## src/rtl/pc_branch_unit.sv

```systemverilog
// Program counter and branch sequencer: increment, conditional jump, CALL/RET via a return-address stack.
// Optional macro PC_COND_BRANCH_EN enables cond_sel/flag decoding; when undefined every load/call is taken.
module pc_branch_unit #(
    parameter int                    ADDR_WIDTH   = 8,
    parameter int                    STACK_DEPTH  = 4,
    parameter logic [ADDR_WIDTH-1:0] RESET_VECTOR = '0
) (
    input  logic                             clk,
    input  logic                             reset,
    input  logic                             enable,
    input  logic                             load,
    input  logic                             call,
    input  logic                             ret,
    input  logic [2:0]                       cond_sel,
    input  logic                             flag_zero,
    input  logic                             flag_carry,
    input  logic                             flag_negative,
    input  logic [ADDR_WIDTH-1:0]            jump_addr,
    output logic [ADDR_WIDTH-1:0]            counter_out,
    output logic [$clog2(STACK_DEPTH+1)-1:0] stack_count,
    output logic                             branch_taken,
    output logic                             stack_overflow,
    output logic                             stack_underflow
);

    localparam int CW = $clog2(STACK_DEPTH + 1);
    localparam int PW = (STACK_DEPTH > 1) ? $clog2(STACK_DEPTH) : 1;

    logic [ADDR_WIDTH-1:0] stack_mem [STACK_DEPTH];
    logic [PW-1:0]         push_idx;
    logic [PW-1:0]         pop_idx;
    logic                  stack_full;
    logic                  stack_empty;
    logic                  cond_true;

    logic [ADDR_WIDTH-1:0] pc_next;
    logic [CW-1:0]         count_next;
    logic                  taken_next;
    logic                  overflow_next;
    logic                  underflow_next;
    logic                  push;

    // The occupancy count doubles as the write pointer; the top entry sits one below it.
    assign push_idx    = stack_count[PW-1:0];
    assign pop_idx     = push_idx - PW'(1);
    assign stack_full  = (stack_count == CW'(STACK_DEPTH));
    assign stack_empty = (stack_count == '0);

`ifdef PC_COND_BRANCH_EN
    always_comb begin
        case (cond_sel)
            3'd0:    cond_true = 1'b1;
            3'd1:    cond_true = flag_zero;
            3'd2:    cond_true = !flag_zero;
            3'd3:    cond_true = flag_carry;
            3'd4:    cond_true = !flag_carry;
            3'd5:    cond_true = flag_negative;
            3'd6:    cond_true = !flag_negative;
            default: cond_true = 1'b0;
        endcase
    end
`else
    logic unused_cond_inputs;
    assign unused_cond_inputs = ^{cond_sel, flag_zero, flag_carry, flag_negative};
    assign cond_true = 1'b1;
`endif

    // Only the highest-priority request acts; a blocked request still consumes the cycle.
    always_comb begin
        pc_next        = counter_out;
        count_next     = stack_count;
        taken_next     = 1'b0;
        overflow_next  = stack_overflow;
        underflow_next = stack_underflow;
        push           = 1'b0;
        if (ret) begin
            if (!stack_empty) begin
                pc_next    = stack_mem[pop_idx];
                count_next = stack_count - CW'(1);
                taken_next = 1'b1;
            end else begin
                underflow_next = 1'b1;
            end
        end else if (call) begin
            if (cond_true) begin
                if (stack_full) begin
                    overflow_next = 1'b1;
                end else begin
                    push       = 1'b1;
                    pc_next    = jump_addr;
                    count_next = stack_count + CW'(1);
                    taken_next = 1'b1;
                end
            end
        end else if (load) begin
            if (cond_true) begin
                pc_next    = jump_addr;
                taken_next = 1'b1;
            end
        end else if (enable) begin
            pc_next = counter_out + ADDR_WIDTH'(1);
        end
    end

    always_ff @(posedge clk) begin
        if (!reset) begin
            counter_out     <= RESET_VECTOR;
            stack_count     <= '0;
            branch_taken    <= 1'b0;
            stack_overflow  <= 1'b0;
            stack_underflow <= 1'b0;
        end else begin
            counter_out     <= pc_next;
            stack_count     <= count_next;
            branch_taken    <= taken_next;
            stack_overflow  <= overflow_next;
            stack_underflow <= underflow_next;
        end
    end

    // Stack storage needs no reset; the reset gate keeps a CALL during reset from writing.
    always_ff @(posedge clk) begin
        if (reset && push) begin
            stack_mem[push_idx] <= counter_out;
        end
    end

endmodule

```

## config.mk

```make
export PLATFORM = sky130hd
export DESIGN_NAME = pc_branch_unit
export DESIGN_NICKNAME = d
export VERILOG_FILES = /design/src/rtl/pc_branch_unit.sv
export SDC_FILE = /design/constraint.sdc
export NUM_CORES = 1
export LEC_CHECK = 0
export CAP_MARGIN = 20
export CELL_PAD_IN_SITES_DETAIL_PLACEMENT = 1
export CELL_PAD_IN_SITES_GLOBAL_PLACEMENT = 1
export CORE_MARGIN = 4
export CORE_UTILIZATION = 43
export DETAILED_ROUTE_END_ITERATION = 10
export PLACE_DENSITY_LB_ADDON = 0.1
export SLEW_MARGIN = 20
export SYNTH_ARGS = -nofsm -noshare
export SYNTH_HDL_FRONTEND = slang
export SYNTH_SLANG_ARGS = --single-unit
```

## constraint.sdc

```tcl
create_clock -name clk -period 2.6 [get_ports clk]
set_input_delay 0.39 -clock clk [delete_from_list [all_inputs] [get_ports clk]]
set_output_delay 0.39 -clock clk [all_outputs]
set_load 0.01 [all_outputs]
```

==> flow_metrics.tcl, run 1 <==
set metrics [dict create \
    die_h_um 78.0 \
    period_minus_slack_ps 1980 \
    start_util_pct 44.7 \
    gp_congestion 0.783 \
    ys_top_cells_by_area "edfxtp_1, dfxtp_1, mux4_2, ha_1, nand2_1" \
    syn-num-nets 185 \
    rows 25 \
    cts_tree "built" \
    core_area_um2 4720 \
    critPathCaptureType "flip-flop" \
    clkTransAtPathRegs_ps 80 \
    crit_type "in2reg" \
    hold_viol 0 \
    crit_fanout 16 \
    antenna_found_initial 0 \
    grt_usage_pct 18.3 \
    finish.utilization_pct 54.9 \
    post_cts.repair.setup_buffers 0 \
    synth_edf_count 32 \
    synthCells 159 \
    num_antenna_cells 0 \
    power.leakage_nw 0.896 \
    drc 0 \
    synth.distinct_cells 44 \
    worstHoldPathType "reg2reg" \
    synthArstFlopShare_pct 0 \
    clockBufferDepth 2 \
    clockRootBuffer "clkbuf_8" \
    seq_area_frac_synth_pct 58.8 \
    grtUsageMet2_pct 31.0 \
    clk_latency_ps 310 \
    nets 215 \
    synthDominantCellAreaShare_pct 45.6 \
    skew_ps 8.00 \
    num_vias 1422 \
    grt_pass1_wl_mm 8.19 \
    cts_made_buffers 5 \
    via_per_inst 5.53 \
    max_freq_ghz 0.506 \
    cp_data_arrival_time_ps 2190 \
    critPathLaunchType "input pin" \
    max_slew_margin_pct 63.1 \
    worstMarginPinSlew_ps 553 \
    die_w_um 78.0 \
    hold_depth 2 \
    htreeDepth 2 \
    pwr_density_cell_nw_per_um2 991 \
    synth_area_per_cell_um2 13.3 \
    grt-busiest-layer "met2" \
    required_ps 2810 \
    met1_usage_pct 22.5 \
    grt_overflow 0 \
    drv_cap 0 \
    drive_above_1_share_pct 13.7 \
    final_cell_mix "edfxtp_1, clkdlybuf4s50_1, dfxtp_1" \
    drtIter0Drc 99 \
    final_antenna_net_count 0 \
    rr_endpoint "stack_mem[0][2]" \
    ir_drop_mv 0.401 \
    yosysTopAreaCell "edfxtp_1" \
    layout_commonest_cell "edfxtp_1" \
    min_from "stack_overflow" \
    r2r-start "stack_count[1]" \
    wl_mm 5.22 \
    status "complete, no violations" \
    post_cts_resized 0 \
    grt_max_degree 17 \
    area_growth_pct 23.0 \
    synthFlopType "edfxtp_1" \
    tns_ps 0 \
    holdBufCountCts 0 \
    rsz0062_at_grt "no" \
    hpwl_mm 3.44 \
    finalSetupViolCount 0 \
    io_buffers 27 \
    wl_per_cell_um 20.3 \
    ys_warn_count 0 \
    syn-cell-area_um2 2110 \
    reg2reg_slack_ps 630 \
    grt_pass1_vias 1510 \
    fin_crit_sh_pct 76.1 \
    drt-pass1-iter-count 4 \
    maxSlewViolCount 0 \
    hold_path_end "stack_overflow" \
    ys_ff_latch 46 \
    use_met3_pct 4.36 \
    dieArea_um2 6090 \
    ios 34 \
    reg2reg_depth 4 \
    clock-sinks 46 \
]
-- worst max-delay path, cell delays in order --
cell             delay, ps
clkdlybuf4s50_1        530
or2_0                  420
o311a_4                470
and3_1                 210
nor4_2                 160
-- worst max path at each step --
| stage | from | end | slack, ps | depth (start not counted) |
|---|---|---|---|---|
| 2_1_floorplan | stack_count[0] | counter_out[1] | 530 | 8 |
| 3_3_place_gp | ret | stack_mem[2][4] | 490 | 5 |
| 3_5_place_dp | call | counter_out[0] | 370 | 5 |
| 4_1_cts | stack_count[1] | stack_mem[0][7] | 660 | 4 |
| 5_1_grt | stack_count[1] | stack_mem[0][7] | 550 | 4 |
| 6_report | call | counter_out[0] | 620 | 5 |
-- logic make-up after synthesis --
family	Yosys count	synth area share, %
AOI/OAI and AO/OA	36	12.3
xor gates and xnor gates	4	1.66
muxes	8	8.54
adders and majority gates	6	3.91
buffers and inverters	16	3.56
and+or+nand+nor	43	11.2
DFF	46	58.8
-- cell type report --
type                            count  area (um^2)
Clock inverter                      2         60.1
Sequential cell                    46         1240
Tap cell                           67         83.8
Fill cell                         475         2130
Inverter                            7         26.3
Multi-Input combinational cell     97          793
Clock buffer                        6         82.6
Timing Repair Buffer               32          308
-- flip-flops by register name (all words and copies together), names as in the netlist --
register	flops
stack_mem	32
stack_underflow	1
counter_out	8
branch_taken	1
stack_overflow	1
stack_count	3
-- metrics by stage --
| stage | total power, W | worst slack, ps | hold WS (ps) | instance area [um^2] | std cells |
|---|---|---|---|---|---|
| 3_3_place_gp | 0.00188 | 485 | 449 | 2450 | 249 |
| 6_report | 0.00257 | 622 | 463 | 2590 | 257 |
| 5_1_grt | 0.00272 | 552 | 502 | 2590 | 257 |
| 3_5_place_dp | 0.00193 | 371 | 456 | 2450 | 249 |
| 4_1_cts | 0.00260 | 658 | 468 | 2590 | 257 |
| 2_1_floorplan | 0.00159 | 534 | 479 | 2110 | 159 |
-- power by group --
part	internal [W]	leakage (nW)	total (W)	switching, W
clock	0.000410	0.0714	0.000654	0.000244
sequential	0.000929	0.410	0.00107	0.000137
combinational	0.000426	0.414	0.000851	0.000424
-- metal layers --
metal	up-vias	routed length [um]
li1	665	-
met1	723	2210
met2	25	2730
met3	9	183
met4	0	93
met5	-	0
-- synthesized netlist by cell type (2+ instances only) --
cell type  number
edfxtp_1       32
dfxtp_1        14
nand2_1        12
mux4_2          8
o21ai_0         8
inv_1           7
nor2_1          7
a31oi_1         6
and2_1          5
ha_1            5
a21boi_0        4
clkbuf_1        4
nand3_1         4
a21oi_1         3
buf_2           3
a31o_2          2
and4_1          2
nand4_1         2
nor3_1          2
o21a_1          2
or3_1           2
xnor2_1         2
xor2_1          2
Power figures use the tool's default switching activity.
==> run 2, diff against run 1 <==
--- a/config.mk
+++ b/config.mk
@@ -9,7 +9,7 @@
 export CELL_PAD_IN_SITES_DETAIL_PLACEMENT = 1
 export CELL_PAD_IN_SITES_GLOBAL_PLACEMENT = 1
 export CORE_MARGIN = 4
-export CORE_UTILIZATION = 43
+export CORE_UTILIZATION = 39
 export DETAILED_ROUTE_END_ITERATION = 10
 export PLACE_DENSITY_LB_ADDON = 0.1
 export SLEW_MARGIN = 20
==> constraint.sdc (replaced) <==
create_clock -name clk -period 1.6 [get_ports clk]
set_input_delay 0.24 -clock clk [delete_from_list [all_inputs] [get_ports clk]]
set_output_delay 0.24 -clock clk [all_outputs]
set_load 0.01 [all_outputs]
==> run 2 against run 1 <==
  * The run now ends with negative setup slack left
  * Power grew 71%
  * Die area rose by 9.2%
  * Cell count rose by 14%
  * Critical path type is now reg2reg
  * Highest routed layer unchanged
  * Sequential cell count unchanged
  * Critical endpoint is now counter_out[1]
  * Critical path depth grew 1
  * Wire length is 3.1% higher
  * Clock power increased by 31%
  * Sequential power increased by 58%
  * Non-clock buffer count grew 32
==> flow_metrics.tcl, run 2 (synthesized netlist as in run 1, its figures left out) <==
set metrics [dict create \
    htreeDepth 2 \
    largest_reg_flops 32 \
    critPathCaptureType "flip-flop" \
    finish.utilization_pct 56.0 \
    rr_endpoint "counter_out[1]" \
    core_area_um2 5170 \
    clock-sinks 46 \
    drtIter0Drc 71 \
    drive_above_1_share_pct 30.6 \
    reg_top3 "stack_mem x32, counter_out x8, stack_count x3" \
    dpl_worst_slack_ps -287 \
    start_util_pct 40.8 \
    io_buffers 27 \
    tns_ps -4.11 \
    violations "negative setup slack" \
    clockBufferDepth 2 \
    reg2reg_slack_ps -4 \
    cp_data_arrival_time_ps 1800 \
    gp_congestion 0.784 \
    pwr_density_cell_nw_per_um2 1520 \
    clkTransAtPathRegs_ps 80 \
    wl_met1_mm 2.30 \
    cts_tree "built" \
    grt_overflow 0 \
    ios 34 \
    reg2reg_depth 6 \
    worstMarginPinSlew_ps 396 \
    required_ps 1790 \
    num_antenna_cells 0 \
    finalSetupViolCount 1 \
    clk_latency_ps 290 \
    max_freq_ghz 0.623 \
    cts_made_buffers 5 \
    setup_ws_ps -4.11 \
    skew_ps 2.56 \
    worstSetupEndpoint "counter_out[1]" \
    layout_commonest_cell "buf_4" \
    grt_pass1_vias 1688 \
    area_growth_pct 37.3 \
    ir_drop_mv 0.671 \
    drt-pass1-iter-count 4 \
    whs_ps 468 \
    hold_viol 0 \
    wl_per_cell_um 18.4 \
    critPathLaunchType "flip-flop" \
    dr.max_layer_used "met4" \
    grt_usage_pct 18.0 \
    rsz0062_at_grt "yes" \
    dieArea_um2 6650 \
    top_register "stack_mem" \
    maxSlewViolCount 0 \
    num_vias 1522 \
    nets 247 \
    final_cell_mix "buf_4, edfxtp_1, clkdlybuf4s50_1" \
    drc 0 \
    final_antenna_net_count 0 \
    fin_crit_sh_pct 100 \
    crit_fanout 6 \
    r2r-start "stack_count[0]" \
    grt_pass1_wl_mm 8.70 \
    worstHoldPathType "reg2reg" \
    die_w_um 81.5 \
    wl_mm 5.38 \
    crit_type "reg2reg" \
    holdBufCountCts 0 \
    power.leakage_nw 1.07 \
    antenna_found_initial 0 \
    max_slew_margin_pct 73.3 \
    die_h_um 81.5 \
    drv_cap 0 \
    period_minus_slack_ps 1600 \
    rows 26 \
    min_from "stack_overflow" \
    status "complete, but fails checks" \
    wl_met3_um 269 \
    clockRootBuffer "clkbuf_8" \
    worstSetupStartpoint "stack_count[0]" \
    via_per_inst 5.21 \
    grt_max_degree 17 \
    hpwl_mm 4.02 \
    met2_length_mm 2.72 \
]
-- run 2: worst max-delay path, cell delays in order, from the launching register on --
cell and delay [ps]:
dfxtp_4 440, inv_8 50, ha_4 310, mux4_2 310
nor2_1 130, a31oi_1 50, a31o_1 210
-- run 2: timing repair --
item	in CTS	in global routing
pin swaps	1	1
setup buffers	2	1
resized for setup	6	8
endpoints found under the setup margin	6	40
-- run 2: metal layers --
layer | global-route usage (%) | up-vias
met5 | 0 | -
met4 | 5.07 | 0
met3 | 5.92 | 8
met2 | 31.4 | 40
met1 | 21.3 | 745
li1 | - | 729
-- run 2: worst min-delay path by stage --
stage / endpoint / slack [ps] / cells after the start
after global routing: stack_underflow / 510 / 2
after detailed placement: stack_overflow / 460 / 2
after CTS: stack_overflow / 480 / 2
after global placement: stack_overflow / 450 / 2
after floorplan: counter_out[7] / 380 / 2
final: stack_overflow / 470 / 2
-- run 2: layout make-up --
| type | count | area [um^2] |
|---|---|---|
| fill | 527 | 2280 |
| sequential | 46 | 1250 |
| tap | 70 | 87.6 |
| clock inverter | 2 | 37.5 |
| clock buffer | 6 | 72.6 |
| multi-input combinational | 97 | 831 |
| timing repair buffer | 64 | 586 |
| inverter | 7 | 33.8 |
-- run 2: where the power goes --
part	leakage (nW)	switching, W	total [W]	internal [W]
Clock	0.0514	0.000388	0.000854	0.000466
Combinational	0.605	0.000835	0.00185	0.00101
Sequential	0.412	0.000171	0.00169	0.00152
-- run 2: per-stage QoR --
step	total power [W]	cells	area, um^2
after floorplan	0.00272	159	2160
after global placement	0.00341	281	2740
after detailed placement	0.00348	281	2740
after CTS	0.00441	291	2860
after global routing	0.00469	292	2900
final	0.00440	292	2900
==> run 3, diff against run 2 <==
--- a/config.mk
+++ b/config.mk
@@ -10,6 +10,7 @@
 export CELL_PAD_IN_SITES_GLOBAL_PLACEMENT = 1
 export CORE_MARGIN = 4
 export CORE_UTILIZATION = 39
+export CTS_CLUSTER_SIZE = 30
 export DETAILED_ROUTE_END_ITERATION = 10
 export PLACE_DENSITY_LB_ADDON = 0.1
 export SLEW_MARGIN = 20
==> results of run 3 <==
No change in the layout: final DEF, timing and power equal those of run 2.
